[config.mk]
export PLATFORM = sky130hd
export DESIGN_NAME = controlador_estados
export DESIGN_NICKNAME = d
export VERILOG_FILES = /design/src/rtl/controlador_estados.sv
export SDC_FILE = /design/constraint.sdc
export NUM_CORES = 1
export LEC_CHECK = 0
export CAP_MARGIN = 20
export CORE_UTILIZATION = 39
export DETAILED_ROUTE_END_ITERATION = 6
export PLACE_DENSITY_LB_ADDON = 0.08
export SLEW_MARGIN = 20
export SYNTH_ARGS = -nofsm -noshare
export SYNTH_HDL_FRONTEND = slang
export SYNTH_SLANG_ARGS = --single-unit
[constraint.sdc]
create_clock -name clk -period 3.1 [get_ports clk]
set_input_delay 0.62 -clock clk [delete_from_list [all_inputs] [get_ports clk]]
set_output_delay 0.62 -clock clk [all_outputs]
set_load 0.005 [all_outputs]
[src/rtl/controlador_estados.sv]
// Pet behaviour state machine feeding controlador_atributos: buttons + attributes -> estado.
// Latency: a button edge sampled at clock edge N updates estado/ocupado at edge N (visible next cycle).
// Backpressure: none; button levels are edge-detected, and during timed activities events are dropped.
// Optional feature (macro CONTROLADOR_ESTADOS_CANCELA_EN): re-pressing the button that started an
// activity cancels it back to IDLE.
module controlador_estados #(
  parameter int TICK_CICLOS   = 8388608,
  parameter int DURACAO_TICKS = 5
) (
  input  logic       clk,
  input  logic       rst,
  input  logic       btn_start,
  input  logic       btn_dormir,
  input  logic       btn_comer,
  input  logic       btn_aula,
  input  logic [7:0] fome,
  input  logic [7:0] felicidade,
  input  logic [7:0] sono,
  output logic [4:0] estado,
  output logic       ocupado
);

  localparam int TW = (TICK_CICLOS > 1) ? $clog2(TICK_CICLOS) : 1;

  localparam logic [4:0] INTRO      = 5'b00000;
  localparam logic [4:0] IDLE       = 5'b00001;
  localparam logic [4:0] DORMINDO   = 5'b00010;
  localparam logic [4:0] COMENDO    = 5'b00100;
  localparam logic [4:0] DANDO_AULA = 5'b01000;
  localparam logic [4:0] MORTO      = 5'b10000;

  localparam logic [TW-1:0] TICK_ULT = TW'(TICK_CICLOS - 1);
  localparam logic [7:0]    DUR_ULT  = 8'(DURACAO_TICKS - 1);

  // Button order in the vectors below: {aula, comer, dormir, start}
  logic [3:0]    btn;
  logic [3:0]    hist;
  logic [3:0]    ev;
  logic [TW-1:0] tick_cnt;
  logic [TW-1:0] tick_nxt;
  logic [7:0]    dur_cnt;
  logic [7:0]    dur_nxt;
  logic [4:0]    estado_nxt;
  logic          ocupado_nxt;
  logic          zero_attr;
  logic          em_atividade;
  logic          tick_wrap;
  logic          expira;
  logic          cancela;

  assign btn          = {btn_aula, btn_comer, btn_dormir, btn_start};
  assign ev           = btn & ~hist;
  assign zero_attr    = (fome == 8'd0) | (felicidade == 8'd0) | (sono == 8'd0);
  assign em_atividade = (estado == DORMINDO) | (estado == COMENDO) | (estado == DANDO_AULA);
  assign tick_wrap    = (tick_cnt == TICK_ULT);
  // Last cycle of the activity: final tick of the final duration period
  assign expira       = em_atividade & tick_wrap & (dur_cnt == DUR_ULT);

`ifdef CONTROLADOR_ESTADOS_CANCELA_EN
  assign cancela = ((estado == DORMINDO)   & ev[1]) |
                   ((estado == COMENDO)    & ev[2]) |
                   ((estado == DANDO_AULA) & ev[3]);
`else
  assign cancela = 1'b0;
`endif

  // State register: estado, ocupado, counters and button history update together
  always_ff @(posedge clk) begin
    if (rst) begin
      estado   <= INTRO;
      ocupado  <= 1'b0;
      tick_cnt <= '0;
      dur_cnt  <= '0;
      hist     <= btn;  // a button held through reset must not fire on release
    end else begin
      estado   <= estado_nxt;
      ocupado  <= ocupado_nxt;
      tick_cnt <= tick_nxt;
      dur_cnt  <= dur_nxt;
      hist     <= btn;
    end
  end

  // Next-state logic: death first, then per-state transitions
  always_comb begin
    estado_nxt = estado;
    case (estado)
      INTRO: begin
        if (ev[0] && !zero_attr) estado_nxt = IDLE;
      end
      IDLE: begin
        if (zero_attr)  estado_nxt = MORTO;
        else if (ev[1]) estado_nxt = DORMINDO;
        else if (ev[2]) estado_nxt = COMENDO;
        else if (ev[3]) estado_nxt = DANDO_AULA;
      end
      DORMINDO, COMENDO, DANDO_AULA: begin
        if (zero_attr)             estado_nxt = MORTO;
        else if (expira || cancela) estado_nxt = IDLE;
      end
      MORTO: begin
        if (ev[0]) estado_nxt = INTRO;
      end
      default: estado_nxt = INTRO;
    endcase
  end

  // Output/counter logic: counters run only while staying in an activity, cleared otherwise
  always_comb begin
    ocupado_nxt = (estado_nxt == DORMINDO) | (estado_nxt == COMENDO) | (estado_nxt == DANDO_AULA);
    tick_nxt    = '0;
    dur_nxt     = '0;
    if (ocupado_nxt && (estado_nxt == estado)) begin
      tick_nxt = tick_wrap ? '0 : tick_cnt + TW'(1);
      dur_nxt  = tick_wrap ? dur_cnt + 8'd1 : dur_cnt;
    end
  end

endmodule

==> metrics, run 1 <==
shortest period the worst path allows between 2 and 2.5 ns; Crit Path Max Fanout 19; GRT Total Usage 0.167; Slew Limit Fails 0; area leader, netlist dfxtp_1; DRT Wirelength just under 4000 um; Max Root-Sink Buffers 2; Inserted Diodes 0; Die Span Y 72.1 um; synth top area cells dfxtp_1 43%, nor2_1 8.4%, xor2_1 6.4%, xnor2_1 5.9%, nand3_1 3.7%; GP Congestion roughly 0.74; RSZ-0062 raised after global routing no; Setup crit end kind flop; Clock Tree Root clkbuf_8; pwr dens about 390 nW/um^2; Port Buf Inserts 35; core area between 4000 and 5000 sq um; HP Class reg -> reg; Resized Gates After CTS 0; starting density of the core 0.405; layout cells sized above 1 0.0506; Synthesized Nets 252; async set-or-reset flop fraction in the synthesized netlist 0; Distinct cells, synth 36; CP Data Arrival Time about 2.4 ns; crit-path cells ha_1, and4_1, nand4_2, o31a_4, nand2b_2, nor2_1; Worst Max-Slew Pin Slew around 0.63 ns; Via-to-Cell Ratio slightly below 5; most frequent cell after synthesis nor2_1; synthesized area per cell 8.74 sq um; Yosys top cell area share 0.429; vias in the first global route between 1,000 and 1,500; vias approximately 1,600; Initial DRT Pass Iterations 4; Clock Latency Late Sink approximately 0.29 ns; Setup CP Type reg -> reg; startpoint types flop; Leak 0.801 nW; grt total ovfl 0; setup TNS 0 ns; sequential fraction of the synthesis area 0.429; Final Hold Vio Count 0; kind of cell adding the most delay to the critical path simple AND/OR/NAND/NOR gates; 1st-iter DRT viols 66; crit-path max cell delay around 0.48 ns; first-pass GRT wire length approximately 6700 um; post-layout total power 0.933 mW; clk slew on worst S/H paths about 0.080 ns; CTS tree done; DRC 0; flops & latches, synth a little over 40; antenna-violating nets left 0; DR WL/cell between 10 and 15 um; TritonCTS Buffers 5; status complete, no violations; Post-synth top flop dfxtp_1; maximum VDD drop approximately 0.24 mV; die width approximately 72 um; Crit path required time 3.27 ns; post-route clock period utilization 0.721; FMAX between 400 and 500 MHz; Post-CTS Hold Fix Bufs 0; pin count of the biggest net entering global routing 20; initial antenna violation count 0; area of the die between 5000 and 6000 sq um; Sink Count between 40 and 50; total setup buffers inserted after CTS 0; Worst Skew between 0.005 and 0.006 ns; number of synthesized flops with an enable pin 0; std cell rows 25; Setup-failing EPs final 0; Buf/Inv on CP 0; DP Wirelength about 2900 um; IO Count 36; nets 289; Syn Inst Count ~220; Rel. slew slack 0.577; Cell Area, Synth 1910 sq um; top cells by count, synth 43 x nor2_1, 41 x dfxtp_1, 14 x nand3_1, 14 x xor2_1, 13 x xnor2_1; htree depth 2; yosys warns 0; area delta synth->final 24.8%; max_cap viols 0; Crit-path slowest cell o31a_4
-- cells by family after synthesis --
logic type / after synthesis / share of synthesized area
flip-flops: 41 / 0.429
AO/OA/AOI/OAI: 16 / 0.0582
adder cells (fa/ha/maj): 4 / 0.0248
XOR/XNOR: 27 / 0.124
buffers and inverters: 11 / 0.0340
multiplexers: 2 / 0.0105
AND/OR/NAND/NOR: 118 / 0.320
-- layer usage --
layer / up-vias / GRT usage / share of wire
met1: 709 / 0.230 / 0.50
li1: 834 / - / -
met4: 0 / 0.0719 / 0.017
met2: 33 / 0.245 / 0.44
met5: - / 0 / 0
met3: 7 / 0.0444 / 0.038
-- path summary, 6_finish.rpt --
| kind | from | to | slack, ns | depth (start not counted) |
|---|---|---|---|---|
| max | tick_cnt[0]$_SDFF_PP0_ | tick_cnt[18]$_SDFF_PP0_ | 0.87 | 6 |
| min | tick_cnt[0]$_SDFF_PP0_ | tick_cnt[0]$_SDFF_PP0_ | 0.47 | 1 |
| max reg2reg | tick_cnt[0]$_SDFF_PP0_ | tick_cnt[18]$_SDFF_PP0_ | 0.87 | 6 |
| min reg2reg | tick_cnt[0]$_SDFF_PP0_ | tick_cnt[0]$_SDFF_PP0_ | 0.47 | 1 |
-- power by group --
| group | switching, mW | leakage (nW) | internal (mW) |
|---|---|---|---|
| clock network | 0.180 | 0.0450 | 0.156 |
| registers | 0.00350 | 0.332 | 0.531 |
| logic | 0.0188 | 0.424 | 0.0439 |
| total | 0.203 | 0.801 | 0.731 |
-- flip-flops by register name, indices dropped and copies added (netlist names) --
name      count
dur_cnt       8
estado        5
hist          4
ocupado       1
tick_cnt     23
-- final cells by class --
class                   instances  area [sq um]
fillers                       468          2330
multi-input cells             167          1030
flip-flops and latches         41           821
repair buffers                 35           350
well taps                      67          83.8
clock buffers                   6          72.6
inverters                       6          22.5
clock inverters                 2          10.0
-- stage by stage --
stage | hold slack, ns | setup WS (ns) | utilization | instances | instance area, sq um
CTS | 0.472 | 0.817 | 0.506 | 324 | 2390
detailed placement | 0.453 | 0.690 | 0.488 | 316 | 2310
global route | 0.486 | 0.706 | 0.506 | 324 | 2390
finish | 0.467 | 0.866 | 0.506 | 324 | 2390
floorplan | 0.430 | 1.16 | - | 219 | 1910
global placement | 0.448 | 0.750 | 0.488 | 316 | 2310
-- layout by cell type (no fill, tap or decap), types with 3 or more instances in the layout --
cell,synthesis,layout
dfxtp_1,41,41
nand2b_1,4,4
nand3_1,14,14
xor2_1,14,14
clkdlybuf4s50_1,0,35
ha_1,3,3
or3_1,4,4
inv_1,6,6
and4_1,4,4
clkbuf_8,0,5
a32oi_1,3,3
nor4_1,8,8
xnor2_1,13,13
a21oi_1,5,5
nand2_1,12,12
nor2_1,43,43
o21ai_0,5,5
and3_1,4,4
nor3_1,7,7
nand4_1,8,8
(Power assumes the default switching activity.)
==> inputs of run 2 (changes only) <==
- clock period: 3.1 -> 2.3 ns (I/O delays scaled with it)
==> run 2 against run 1 <==
Compared with the run above: fmax increased by 9.6%; register-to-register slack got worse by 0.60 ns; clock power increased by 100%; die area unchanged; first-iteration DRC count increased by 38%; wire length decreased by 2.9%; hold slack improved by 0.0027 ns; non-clock buffer count increased by 3; sequential share of layout area decreased by 1.0 points; utilization increased by 1.6 points; critical endpoint is now tick_cnt[20]$_SDFF_PP0_.
==> metrics, run 2 (synthesis gave the netlist of run 1 again) <==
Setup CP Type reg -> reg; Clock Tree Root clkbuf_8; Clock Latency Late Sink 0.29 ns (about the same); clk slew on worst S/H paths 0.08 ns (about the same); first-pass GRT wire length 6710 um (-0.21%); maximum VDD drop 0.395 mV (+68%); Non-Filler Instances 327 (+0.93%); max FFs per register 23 (unchanged); max_cap viols 0 (unchanged); FMAX 491 MHz (+9.6%); CTS tree done; 1st-iter DRT viols 91 (+38%); commonest non-fill, non-tap cells in the layout 43 x nor2_1, 41 x dfxtp_1, 35 x clkdlybuf4s50_1, 14 x xor2_1, 14 x nand3_1; Crit-path slowest cell or4_4; post-route clock period utilization 0.886 (+0.166); antenna-violating nets left 0 (unchanged); reg2reg start tick_cnt[12]$_SDFF_PP0_; pwr dens 602 nW/um^2 (+54%); Crit path required time 2.46 ns (-0.81 ns); worst reg2reg setup slack 0.26 ns (-0.60 ns); pin count of the biggest net entering global routing 20 (unchanged); Final Hold Vio Count 0 (unchanged); nets 292 (+1.0%); crit-path cells nand4_2, or4_4, o31a_4, nand2b_2, nor2_1; shortest period the worst path allows 2.04 ns (-0.195 ns); Die Span Y 72.1 um (unchanged); area of the die 5190 sq um (unchanged); setup TNS 0 ns (unchanged); RSZ-0062 raised after global routing no; Psw 0.275 mW (+36%); DR WL/cell 11.7 um (-3.8%); Worst Skew 0.00975 ns (+0.00377 ns); Via-to-Cell Ratio 4.92 (+0.71%); status complete, no violations; commonest non-fill, non-tap cell in the layout nor2_1; Setup crit end kind flop; core area 4720 sq um (unchanged); combinational share of power 0.058 (-0.009); Max Root-Sink Buffers 2 (unchanged); grt total ovfl 0 (unchanged); Core Util, Final 0.521 (+0.0156); std cell rows 25 (unchanged); IO Count 36 (unchanged); Clock power frac 0.456 (+0.096); filler cell count 448 (-4.3%); Crit Path Max Fanout 19 (unchanged); die width 72.1 um (unchanged); layout cells sized above 1 0.0654 (+0.0148); Worst Max-Slew Pin Slew 0.682 ns (+0.0533 ns); DRT Wirelength 3820 um (-2.9%); Leak 0.839 nW (+4.7%); Inserted Diodes 0 (unchanged); Slew Limit Fails 0 (unchanged); crit-path max cell delay 0.59 ns (+0.11 ns); total setup buffers inserted after CTS 0 (unchanged); startpoint types flop; register bank with the most flops tick_cnt; Int Pwr 1.21 mW (+65%); Reg-to-Reg End tick_cnt[20]$_SDFF_PP0_; initial antenna violation count 0 (unchanged); htree depth 2 (unchanged); Rel. slew slack 0.542 (-0.0358); GRT Total Usage 0.164 (-0.00274); Initial DRT Pass Iterations 4 (unchanged); HP Class reg -> reg; Setup-failing EPs final 0 (unchanged); Hold WS 0.469 ns (+0.00267 ns); post-layout total power 1.48 mW (+59%); R2R cell count 5 (-1); area delta synth->final 28.6%; vias 1,609 (+1.6%); Sink Count 41 (unchanged); Placed Cells 319 (+0.95%); TritonCTS Buffers 5 (unchanged); Sw Ratio 0.186 (-0.0314); CP Data Arrival Time 2.20 ns (-0.20 ns); GP Congestion 0.728 (-1.6%); Port Buf Inserts 35 (unchanged); crit path capture tick_cnt[20]$_SDFF_PP0_; Post-CTS Hold Fix Bufs 0 (unchanged); Resized Gates After CTS 0 (unchanged); DP Wirelength 2820 um (-1.4%); vias in the first global route 1,554 (+6.7%); crit path from tick_cnt[12]$_SDFF_PP0_; DRC 0 (unchanged); Reg power frac 0.486 (-0.086); starting density of the core 0.405 (unchanged); Largest regs tick_cnt x23, dur_cnt x8, estado x5
-- run 2: cell count changes in the layout (fill, tap and decap cells not counted) --
cell / before / now
buf_4: 0 / 3
bufinv_16: 0 / 2
clkbuf_1: 1 / 0
clkinv_2: 2 / 1
-- run 2: final cells by class --
cell class	instances	area (sq um)	share of cell area
inverters	6	22.5	0.00915
multi-input cells	167	1030	0.418
well taps	67	83.8	0.0340
clock buffers	5	68.8	0.0279
clock inverters	3	65.1	0.0264
repair buffers	38	373	0.151
flip-flops and latches	41	821	0.333
-- run 2: routing by layer --
metal	wire length [um]	track usage
met1	1910	0.211
met2	1780	0.271
met3	116	0.0431
met4	17	0.0458
met5	0	0
-- run 2: stage by stage --
stage          instance area [sq um]  setup WS [ns]
2_1_floorplan                   1910          0.364
3_3_place_gp                    2330          0.241
3_5_place_dp                    2330          0.238
4_1_cts                         2460          0.232
5_1_grt                         2460          0.130
6_report                        2460          0.261
-- run 2: worst max-delay path, delay by kind of cell, from the launching register on --
| kind | cells | cell delay (ns) |
|---|---|---|
| DFF | 1 | 0.44 |
| and+or+nand+nor | 4 | 1.14 |
| AOI/OAI and AO/OA | 1 | 0.34 |
-- run 2: worst min-delay path by stage --
| stage | from | slack [ns] | end | cells past startpoint |
|---|---|---|---|---|
| after floorplan | tick_cnt[0]$_SDFF_PP0_ | 0.43 | tick_cnt[0]$_SDFF_PP0_ | 1 |
| after global placement | tick_cnt[0]$_SDFF_PP0_ | 0.45 | tick_cnt[0]$_SDFF_PP0_ | 1 |
| after detailed placement | tick_cnt[0]$_SDFF_PP0_ | 0.45 | tick_cnt[0]$_SDFF_PP0_ | 1 |
| after CTS | tick_cnt[0]$_SDFF_PP0_ | 0.47 | tick_cnt[0]$_SDFF_PP0_ | 1 |
| after global routing | tick_cnt[0]$_SDFF_PP0_ | 0.49 | tick_cnt[0]$_SDFF_PP0_ | 1 |
| final | tick_cnt[0]$_SDFF_PP0_ | 0.47 | tick_cnt[0]$_SDFF_PP0_ | 1 |
-- run 2: power groups by stage --
stage / combinational, mW / clock (mW) / sequential (mW)
after floorplan: 0.0260 / 0 / 0.736
after global placement: 0.0860 / 0 / 0.737
final: 0.0857 / 0.676 / 0.720
after detailed placement: 0.0863 / 0 / 0.737
after CTS: 0.0866 / 0.698 / 0.720
after global routing: 0.0935 / 0.734 / 0.721
==> edit 1 (settings of run 1) <==
Set the parameter `TICK_CICLOS` to 33554432 (it was 8388608).
--- a/src/rtl/controlador_estados.sv
+++ b/src/rtl/controlador_estados.sv
@@ -6,3 +6,3 @@
 module controlador_estados #(
-  parameter int TICK_CICLOS   = 8388608,
+  parameter int TICK_CICLOS   = 33554432,
   parameter int DURACAO_TICKS = 5
Formal check against the unedited RTL: no difference found for any inputs over 10 cycles, from zero or initial values and one cycle with rst high; that may be too few to reach the edited logic, so the function may still have changed.
==> edit 1 against run 1 <==
Clock skew is 0.0017 ns lower; sequential cell count increased by 2; sequential share of layout area shrank 4.6 points; power up 7.3%; wire length increased by 21%; area after synthesis rose by 27%; setup slack lost 0.59 ns; clock power decreased by 5%; global-route usage fell by 0.29 points; combinational power grew 93%; cell area is 21% higher.
==> edit 1: results (changes against run 1) <==
Outcome
  – Status: finished, final reports clean (unchanged)

Worst setup path
  – Max incr delay on CP: 0.51 ns (was 0.48 ns)
  – CP arrival: 3.02 ns (was 2.40 ns)
  – Crit-path max FO: 21 (was 19)

STA
  – Measured slew at the worst slew-check pin: 0.541 ns (was 0.629 ns)

Global route
  – Largest net degree at the start of global routing: 35 (was 20)
  – Met3 Usage GRT: 3.15% (was 4.44%)
  – First-pass GRT wire length: 8370 um (was 6720 um)
  – Met1 usage: 21.3% (was 23.0%)

Final layout
  – # fillers: 588 (was 468)
  – Multi-input combinational area share: 47.5% (was 43.1%)
  – Count of non-CTS inverters in the layout: 7 (was 6)
  – Number of non-clock buffers: 47 (was 35)
  – Clk tree area frac: 2.51% (was 3.46%)
  – Seq Cell Count: 43 (was 41)
  – Multi-Input Combinational: 197 (was 167)

Placed design
  – Area post-placement: 2820 um2 (was 2310 um2)
  – DPL Wire Length: 3400 um (was 2860 um)
  – Inst Count DP: 369 (was 316)

Power and ir drop
  – Maximum vdd drop: 0.197 mV (was 0.235 mV)

Logic synthesis
  – Post-synth top cells: dfxtp_1 (43), nand2_1 (29), nor3_2 (29), xnor2_1 (22), nand3_1 (17) (was nor2_1 (43), dfxtp_1 (41), nand3_1 (14), xor2_1 (14), xnor2_1 (13))
  – Avg Cell Area, Syn: 9.27 um2 (was 8.74 um2)

Detailed routing
  – M1 WL: 2280 um (was 1980 um)
  – Via/cell ratio: 5.16 (was 4.89)
  – Number of DRC markers in iteration 0: 69 (was 66)
==> edit 1: cell count changes in the layout (fill, tap and decap cells not counted), sizes merged, moves of 4 or more <==
cell          run 1  this run
xnor2            13        22
nor2             43        14
or3               4         0
buf               0        12
xor2             14         9
nor3              7        37
nand2            12        29
==> edit 1: cells by family (layout without fill, tap and decap cells) <==
| family | Yosys count | in the layout | synth area share [%] |
|---|---|---|---|
| AND/OR/NAND/NOR | 142 | 142 | 37.2 |
| flip-flops | 43 | 43 | 35.4 |
| multiplexers | 1 | 1 | 0.412 |
| XOR/XNOR | 31 | 31 | 11.2 |
| adder cells (fa/ha/maj) | 4 | 4 | 1.96 |
| buffers and inverters | 22 | 60 | 8.19 |
| AO/OA/AOI/OAI | 19 | 19 | 5.61 |
==> edit 1: per-stage QoR <==
step                      setup WS [ns]  hold slack, ns  util, %  setup TNS, ns
after detailed placement        -0.0329           0.497     47.3        -0.0909
final                             0.279           0.501     48.6              0
after CTS                         0.255           0.507     48.6              0
after global routing             0.0646           0.519     48.6              0
after floorplan                   0.502           0.467        -              0
after global placement           0.0566           0.487     47.3              0
==> edit 1: worst paths after layout <==
| path | start | end | slack, ns | cells past startpoint |
|---|---|---|---|---|
| min reg2reg | tick_cnt[0] | tick_cnt[0] | 0.50 | 1 |
| max | fome[1] | tick_cnt[0] | 0.28 | 8 |
| max reg2reg | estado[0] | tick_cnt[0] | 0.45 | 8 |
| min | tick_cnt[0] | tick_cnt[0] | 0.50 | 1 |
==> edit 1: report_power, final <==
group | total (mW) | switching, mW | leakage (nW) | internal [mW]
Clock | 0.319 | 0.169 | 0.0371 | 0.150
Sequential | 0.561 | 0.00437 | 0.348 | 0.557
Combinational | 0.121 | 0.0572 | 0.523 | 0.0639
==> edit 2 (flow settings as in run 1) <==
Made on the original files. Put one more register stage on the output `ocupado`. The value now appears one clock later. The other outputs are not delayed to match. Comments in the files are not updated.
--- a/src/rtl/controlador_estados.sv
+++ b/src/rtl/controlador_estados.sv
@@ -33,2 +33,4 @@
   localparam logic [7:0]    DUR_ULT  = 8'(DURACAO_TICKS - 1);
+
+  logic ocupado_s0;
 
@@ -70,3 +72,3 @@
       estado   <= INTRO;
-      ocupado  <= 1'b0;
+      ocupado_s0 <= 1'b0;
       tick_cnt <= '0;
@@ -76,3 +78,3 @@
       estado   <= estado_nxt;
-      ocupado  <= ocupado_nxt;
+      ocupado_s0 <= ocupado_nxt;
       tick_cnt <= tick_nxt;
@@ -118,2 +120,6 @@
 
+  always_ff @(posedge clk) begin
+    ocupado <= ocupado_s0;
+  end
+
 endmodule
Behaviour: not the same (a bounded check fails within 4 cycles, from zero or initial values and one cycle with rst high).
==> edit 2 against run 1 <==
Clock power rose by 6.8%; area after synthesis is 1.0% higher; critical path depth rose by 1; combinational power about the same; global-route usage is 0.45 points lower; power increased by 3.9%; setup slack better by 0.12 ns; final cell count grew 0.62%; sequential cell count up 1; cell area up 1.7%; wire length fell by 1.5%; largest power group unchanged.
==> edit 2: results (changes against run 1) <==
Power and ir drop
  – PwrDens: 399 nW/um2 (was 391 nW/um2)
  – Clock power share: 37.0% (was 36.0%)
  – Maximum vdd drop: 0.304 mV (was 0.235 mV)
  – Combinational Power: 0.0629 mW (was 0.0627 mW)
  – Switching Share: 20.9% (was 21.7%)
  – Leakage: 0.816 nW (was 0.801 nW)

STA
  – Slew HR: 54.2% (was 57.7%)
  – Final Skew: 0.00410 ns (was 0.00597 ns)

Worst setup path
  – Top delay family on crit path: simple AND/OR/NAND/NOR gates (unchanged)
  – Max incr delay on CP: 0.39 ns (was 0.48 ns)
  – CP arrival: 2.28 ns (was 2.40 ns)
  – FF-to-FF path depth: 7 (was 6)
  – R2R setup slack: 0.98 ns (was 0.87 ns)
  – R2r startpoint: tick_cnt[0] (unchanged)
  – Worst r2r dst: tick_cnt[20] (was tick_cnt[18])

Detailed routing
  – Number of DRC markers in iteration 0: 98 (was 66)
  – Met3 wire len: 108 um (was 150 um)
  – Met2 WL post-DR: 1760 um (was 1740 um)
  – Vias: 1601 (was 1583)
  – Overall routed net length: 3880 um (was 3940 um)
  – Top layer in use: met4 (unchanged)

Worst hold path
  – Worst hold start: ocupado_s0 (was tick_cnt[0])
  – Hold EP: ocupado (was tick_cnt[0])
  – Hold path depth: 0 (was 1)

Placed design
  – DPL Wire Length: 2900 um (was 2860 um)

Global route
  – Number of global-route vias before repair: 1463 (was 1456)
  – GRT Util Overall: 16.2% (was 16.7%)
  – First-pass GRT wire length: 6740 um (was 6720 um)

Logic synthesis
  – Sequential element share of the synthesized area: 43.5% (was 42.9%)
  – Post-synth top cells: nor2_1 (43), dfxtp_1 (42), nand3_1 (14), xor2_1 (14), xnor2_1 (13) (was nor2_1 (43), dfxtp_1 (41), nand3_1 (14), xor2_1 (14), xnor2_1 (13))
  – Mux cell area share after synthesis: 1.03% (was 1.05%)
  – Adder-cell area share of the yosys netlist: 2.46% (was 2.48%)
  – Post-Syn Nets: 253 (was 252)
  – Synth area leaders: dfxtp_1 (43%), nor2_1 (8.3%), xor2_1 (6.3%) (was dfxtp_1 (43%), nor2_1 (8.4%), xor2_1 (6.4%))
  – Compound-Gate Fraction of Synth Area: 5.76% (was 5.82%)
  – Post-Synth XOR/XNOR Area: 12.2% (was 12.4%)

Final layout
  – Layout net count: 291 (was 289)
  – Layout cell share with drive strength beyond 1: 5.79% (was 5.06%)
  – # fillers: 482 (was 468)

Outcome
  – Status: finished, final reports clean (unchanged)
[edit 2: metal layers]
layer | global-route usage [%] | vias to the layer above
met3 | 3.47 | 4
met5 | 0 | -
met1 | 22.8 | 730
li1 | - | 843
met2 | 25.0 | 24
met4 | 4.58 | 0
[edit 2: through the flow]
step | worst slack (ns) | instances | area [um2] | hold WS, ns
after floorplan | 1.16 | 220 | 1930 | 0.310
final | 0.982 | 326 | 2430 | 0.334
after CTS | 0.948 | 326 | 2430 | 0.337
after detailed placement | 0.665 | 318 | 2330 | 0.319
after global routing | 0.823 | 326 | 2430 | 0.345
after global placement | 0.706 | 318 | 2330 | 0.310
[edit 2: layout make-up]
cell class                      instances  area [um2]  area share, %
Multi-Input combinational cell        167        1030           42.3
Sequential cell                        42         841           34.6
Timing Repair Buffer                   36         358           14.7
Tap cell                               67        83.8           3.45
Clock buffer                            6        82.6           3.40
Inverter                                6        22.5          0.927
Clock inverter                          2        12.5          0.515
